===== config.mk =====
export PLATFORM = sky130hd
export DESIGN_NAME = button_input_debouncer
export DESIGN_NICKNAME = d
export VERILOG_FILES = /design/src/rtl/button_pkg.sv /design/src/rtl/input_synchronizer.sv /design/src/rtl/button_input_debouncer.sv
export SDC_FILE = /design/constraint.sdc
export NUM_CORES = 1
export LEC_CHECK = 0
export ABC_CLOCK_PERIOD_IN_PS = 4300
export CAP_MARGIN = 20
export CORE_ASPECT_RATIO = 2
export CORE_MARGIN = 5
export CORE_UTILIZATION = 50
export DETAILED_ROUTE_END_ITERATION = 7
export GPL_TIMING_DRIVEN = 0
export PLACE_DENSITY = 0.67
export SLEW_MARGIN = 40
export SYNTH_ARGS = -nofsm -noshare
export SYNTH_HDL_FRONTEND = slang
export SYNTH_SLANG_ARGS = --single-unit

===== constraint.sdc =====
create_clock -name clk_48MHz -period 4.3 [get_ports clk_48MHz]
set_clock_uncertainty 0.2 [all_clocks]
set_input_delay 0.86 -clock clk_48MHz [delete_from_list [all_inputs] [get_ports clk_48MHz]]
set_output_delay 0.86 -clock clk_48MHz [all_outputs]
set_load 0.05 [all_outputs]

===== src/rtl/button_pkg.sv =====
// Shared state encoding and 48 MHz default timing for the push-button input path.
package button_pkg;

  typedef enum logic [2:0] {
    S_RELEASED,
    S_PRESS_DB,
    S_PRESSED,
    S_LONG,
    S_RELEASE_DB
  } button_state_t;

  localparam int DEFAULT_SYNC_STAGES       = 2;
  localparam int DEFAULT_DEBOUNCE_CYCLES   = 480_000;
  localparam int DEFAULT_LONG_PRESS_CYCLES = 48_000_000;
  localparam int DEFAULT_ACTIVE_LOW        = 1;

endpackage


===== src/rtl/input_synchronizer.sv =====
// Multi-flop synchroniser bringing an asynchronous pin into the clk_48MHz domain.
module input_synchronizer #(
  parameter int   STAGES      = 2,
  parameter logic RESET_VALUE = 1'b0
) (
  input  logic clk_48MHz,
  input  logic rst_n,
  input  logic din,
  output logic dout
);

  logic [STAGES-1:0] sync_q;

  // Reset loads the idle pin level so no phantom edge appears after reset.
  always_ff @(posedge clk_48MHz or negedge rst_n) begin
    if (!rst_n) begin
      sync_q <= {STAGES{RESET_VALUE}};
    end else begin
      sync_q <= {sync_q[STAGES-2:0], din};
    end
  end

  assign dout = sync_q[STAGES-1];

endmodule


===== src/rtl/button_input_debouncer.sv =====
// Push-button conditioner: synchronise, debounce, and emit press/release/click/long-press pulses.
module button_input_debouncer
  import button_pkg::*;
#(
  parameter int SYNC_STAGES       = DEFAULT_SYNC_STAGES,
  parameter int DEBOUNCE_CYCLES   = DEFAULT_DEBOUNCE_CYCLES,
  parameter int LONG_PRESS_CYCLES = DEFAULT_LONG_PRESS_CYCLES,
  parameter int ACTIVE_LOW        = DEFAULT_ACTIVE_LOW
) (
  input  logic clk_48MHz,
  input  logic rst_n,
  input  logic iKEY,
  output logic oPressed,
  output logic oPressPulse,
  output logic oReleasePulse,
  output logic oShortClick,
  output logic oLongPress
);

  localparam logic PIN_IDLE = (ACTIVE_LOW != 0) ? 1'b1 : 1'b0;
  localparam int   DB_W     = $clog2(DEBOUNCE_CYCLES);
  localparam int   HOLD_W   = $clog2(LONG_PRESS_CYCLES);
  localparam logic [DB_W-1:0]   DB_LAST   = DB_W'(DEBOUNCE_CYCLES - 1);
  localparam logic [HOLD_W-1:0] HOLD_LAST = HOLD_W'(LONG_PRESS_CYCLES - 1);

  logic          sync_out;
  logic          act;
  button_state_t state;
  logic [DB_W-1:0]   db_cnt;
  logic [HOLD_W-1:0] hold_cnt;
  logic          long_seen;

  input_synchronizer #(
    .STAGES      (SYNC_STAGES),
    .RESET_VALUE (PIN_IDLE)
  ) u_sync (
    .clk_48MHz (clk_48MHz),
    .rst_n     (rst_n),
    .din       (iKEY),
    .dout      (sync_out)
  );

  assign act = (ACTIVE_LOW != 0) ? ~sync_out : sync_out;

  // A release seen on the hold terminal cycle takes priority over long-press.
  always_ff @(posedge clk_48MHz or negedge rst_n) begin
    if (!rst_n) begin
      state         <= S_RELEASED;
      db_cnt        <= '0;
      hold_cnt      <= '0;
      long_seen     <= 1'b0;
      oPressed      <= 1'b0;
      oPressPulse   <= 1'b0;
      oReleasePulse <= 1'b0;
      oShortClick   <= 1'b0;
      oLongPress    <= 1'b0;
    end else begin
      oPressPulse   <= 1'b0;
      oReleasePulse <= 1'b0;
      oShortClick   <= 1'b0;
      oLongPress    <= 1'b0;
      case (state)
        S_RELEASED: begin
          if (act) begin
            state  <= S_PRESS_DB;
            db_cnt <= '0;
          end
        end
        S_PRESS_DB: begin
          if (!act) begin
            state <= S_RELEASED;
          end else if (db_cnt == DB_LAST) begin
            state       <= S_PRESSED;
            oPressed    <= 1'b1;
            oPressPulse <= 1'b1;
            hold_cnt    <= '0;
            long_seen   <= 1'b0;
          end else begin
            db_cnt <= db_cnt + 1'b1;
          end
        end
        S_PRESSED: begin
          if (!act) begin
            state  <= S_RELEASE_DB;
            db_cnt <= '0;
          end else if (hold_cnt == HOLD_LAST) begin
            state      <= S_LONG;
            oLongPress <= 1'b1;
            long_seen  <= 1'b1;
          end else begin
            hold_cnt <= hold_cnt + 1'b1;
          end
        end
        S_LONG: begin
          if (!act) begin
            state  <= S_RELEASE_DB;
            db_cnt <= '0;
          end
        end
        S_RELEASE_DB: begin
          if (act) begin
            state <= long_seen ? S_LONG : S_PRESSED;
          end else if (db_cnt == DB_LAST) begin
            state         <= S_RELEASED;
            oPressed      <= 1'b0;
            oReleasePulse <= 1'b1;
            oShortClick   <= ~long_seen;
          end else begin
            db_cnt <= db_cnt + 1'b1;
          end
        end
        default: state <= S_RELEASED;
      endcase
    end
  end

endmodule


==> impl_metrics.json <==
{
  "clk_latency_ns": 0.30,
  "yosys-top-cells-count": "dfrtp_1 (54), nand2_1 (31), nand3_1 (30)",
  "synth_edf_count": 0,
  "yosys.cell_types.count": 64,
  "cpLargestDelayFamily": "simple AND/OR/NAND/NOR gates",
  "p_leak_nw": 1.37,
  "syn_inst": 351,
  "numCtsBuffers": 5,
  "ant_nets": 0,
  "crit_arrival_ns": 2.86,
  "multi_input_area_um2": 1730,
  "dieArea_um2": 8290,
  "start_util": 0.514,
  "min_to": "u_sync.sync_q[1]",
  "pwr-share-seq": 0.514,
  "grt_pass1_vias": 2891,
  "io_pins": 8,
  "synth.avg_cell_area_um2": 9.24,
  "h-tree-depth": 2,
  "nets": 371,
  "vias": 2916,
  "clock-sinks": 56,
  "tns_ns": 0,
  "grt_max_degree": 30,
  "cpMostUsedCell": "nor4_2",
  "firstDrtPassIters": 4,
  "finalCritPeriodShare": 0.671,
  "rr_worst_depth": 6,
  "cp_slowest_cell": "nor4_2",
  "syn-num-nets": 356,
  "antenna_cells": 0,
  "cp_data_required_time_ns": 4.28,
  "synth-main-ff-cell": "dfrtp_1",
  "regArea_um2": 1400,
  "synth_area_leader_cell": "dfrtp_1",
  "cts-root-buf": "clkbuf_16",
  "startpoint_type": "flop",
  "regToRegSetupSlack_ns": 1.41,
  "crit_path_end_kind": "flop",
  "slowest_delay_ns": 0.63,
  "critPathKind": "reg -> reg",
  "layout_setup_ws_ns": 1.41,
  "cp_max_fo": 10,
  "fillers": 611,
  "cap_violations": 0,
  "finalHoldViolCount": 0,
  "path_buf_inv": 1,
  "crit_chain": "or4bb_1 -> nor4_2 -> nand2_1 -> nor4_2 -> buf_4 -> a21oi_1",
  "rows": 41,
  "power_frac_comb": 0.054,
  "tightestPinTransition_ns": 0.798,
  "clk_pin_slew_ns": 0.08,
  "p_clk_frac": 0.433,
  "p_switching_w": 0.000248,
  "post_route_cells_drive_above_1_share": 0.0872,
  "r2r_end": "hold_cnt[3]",
  "yosysMostFrequentCell": "dfrtp_1",
  "drc": 0,
  "power.density_nw_per_um2": 300,
  "hold_start": "u_sync.sync_q[0]",
  "switching_share": 0.229,
  "maxSlewHeadroom": 0.465,
  "hold_depth": 0,
  "tritoncts": "done",
  "rsz0062_at_grt": "no",
  "synthArstFlopShare": 1.00,
  "fin_crit_ns": 2.89,
  "drv_slew": 0,
  "die_height_um": 124,
  "overflow": 0,
  "antenna_found_initial": 0,
  "synth_seq_cells": 56,
  "dp_hpwl_um": 6380,
  "die_x_um": 67.0,
  "design.core.area_um2": 6310,
  "min-delay-path-class": "reg -> reg",
  "seq_area_frac_synth": 0.433,
  "status": "finished clean",
  "drt_iter0_drc": 210,
  "ir_drop_mv": 0.232,
  "gp_congestion": 0.937,
  "synth_area_leaders": "dfrtp_1 (42%), nand3_1 (4.6%), a21oi_1 (4.2%), nand2_1 (3.6%), o31ai_1 (3.0%)",
  "setup_violations": 0,
  "instances_no_fill": 453,
  "wl_um": 8650,
  "synth_area_um2": 3240,
  "r2r_start": "db_cnt[8]",
  "ctsHoldBuffers": 0,
  "grt_pass1_wl_um": 14500,
  "post_cts_buffers": 0,
  "viasPerCell": 6.44,
  "yosys_warnings": 0,
  "pre_cts_ws_ns": 1.46,
  "grt_usage": 0.234,
  "port-buffer-count": 7,
  "clock_path_buffers": 2,
  "cts_resized": 0,
  "power.internal_w": 0.000835,
  "dp.cells": 445,
  "avgRoutedWirePerCell_um": 19.1,
  "synth.top_cell.area_share": 0.417,
  "fmax_ghz": 0.346,
  "syn2layout_area_growth_pct": 11.1
}
==> per-layer routing <==
metal / vias up / part of all wire / global-route usage
met4: 0 / 0.053 / 0.139
met3: 32 / 0.035 / 0.0298
met5: - / 0 / 0
met1: 1418 / 0.36 / 0.241
met2: 91 / 0.55 / 0.435
li1: 1375 / - / -
==> worst max-delay path by stage <==
| stage | start | endpoint | slack (ns) | cells after the start |
|---|---|---|---|---|
| finish | db_cnt[8] | hold_cnt[3] | 1.41 | 6 |
| global route | db_cnt[8] | hold_cnt[2] | 1.32 | 6 |
| CTS | db_cnt[8] | hold_cnt[3] | 1.43 | 6 |
| detailed placement | db_cnt[8] | hold_cnt[3] | 1.46 | 6 |
| global placement | rst_n | db_cnt[2] | 0.40 | 1 |
| floorplan | db_cnt[13] | hold_cnt[0] | 2.04 | 6 |
==> layout make-up <==
cell class | count | share of cell area
Sequential cell | 56 | 0.390
Buffer | 14 | 0.0233
Timing Repair Buffer | 8 | 0.0243
Clock inverter | 2 | 0.00973
Tap cell | 86 | 0.0299
Multi-Input combinational cell | 275 | 0.481
Clock buffer | 6 | 0.0358
Inverter | 6 | 0.00625
==> through the flow <==
| step | hold slack [ns] | instance area [um2] | utilization | power [W] |
|---|---|---|---|---|
| floorplan | 0.145 | 3240 | - | 0.000596 |
| global placement | 0.147 | 3420 | 0.542 | 0.000621 |
| detailed placement | 0.153 | 3440 | 0.545 | 0.000625 |
| CTS | 0.164 | 3600 | 0.571 | 0.00109 |
| global route | 0.170 | 3600 | 0.571 | 0.00112 |
| finish | 0.163 | 3600 | 0.571 | 0.00108 |
==> kinds of logic after synthesis <==
kind of cell               share of synthesized area
adders and majority gates                    0.00771
and+or+nand+nor                                0.302
DFF                                            0.433
xor gates and xnor gates                      0.0243
muxes                                        0.00965
AOI/OAI and AO/OA                              0.191
buffers and inverters                         0.0328
==> power by group through the flow <==
| stage | Sequential (W) | Combinational, W | Clock, W |
|---|---|---|---|
| 2_1_floorplan | 0.000562 | 0.0000339 | 0 |
| 3_3_place_gp | 0.000565 | 0.0000553 | 0 |
| 3_5_place_dp | 0.000566 | 0.0000593 | 0 |
| 4_1_cts | 0.000556 | 0.0000591 | 0.000477 |
| 5_1_grt | 0.000559 | 0.0000666 | 0.000498 |
| 6_report | 0.000556 | 0.0000580 | 0.000468 |
==> flip-flops by register name (all words and copies together) (netlist names) <==
signal	count
db_cnt	19
long_seen	1
oPressed	1
oLongPress	1
oPressPulse	1
state	3
oReleasePulse	1
oShortClick	1
u_sync.sync_q	2
hold_cnt	26
==> worst register-to-register path: stages, from the launching register on <==
cell	delay, ns
dfrtp_1	0.47
or4bb_1	0.53
nor4_2	0.63
nand2_1	0.28
nor4_2	0.31
buf_4	0.27
a21oi_1	0.07
==> cell usage in the layout (no fill, tap or decap), drive strengths merged, types with 3 or more instances in the layout <==
cell type / instances
buf: 9
nor2: 23
a22o: 4
nand4: 11
and3: 8
a31oi: 4
clkdlybuf4s50: 6
or3: 6
nand4b: 3
clkbuf: 13
xor2: 7
nand2: 31
and2: 3
nor3: 11
and4: 4
nand3: 30
inv: 6
o31ai: 13
nor4: 7
dfrtp: 54
a21o: 4
or4: 13
o21ai: 14
nand2b: 6
a21oi: 28
No activity file was read; power rests on OpenSTA's default activity.
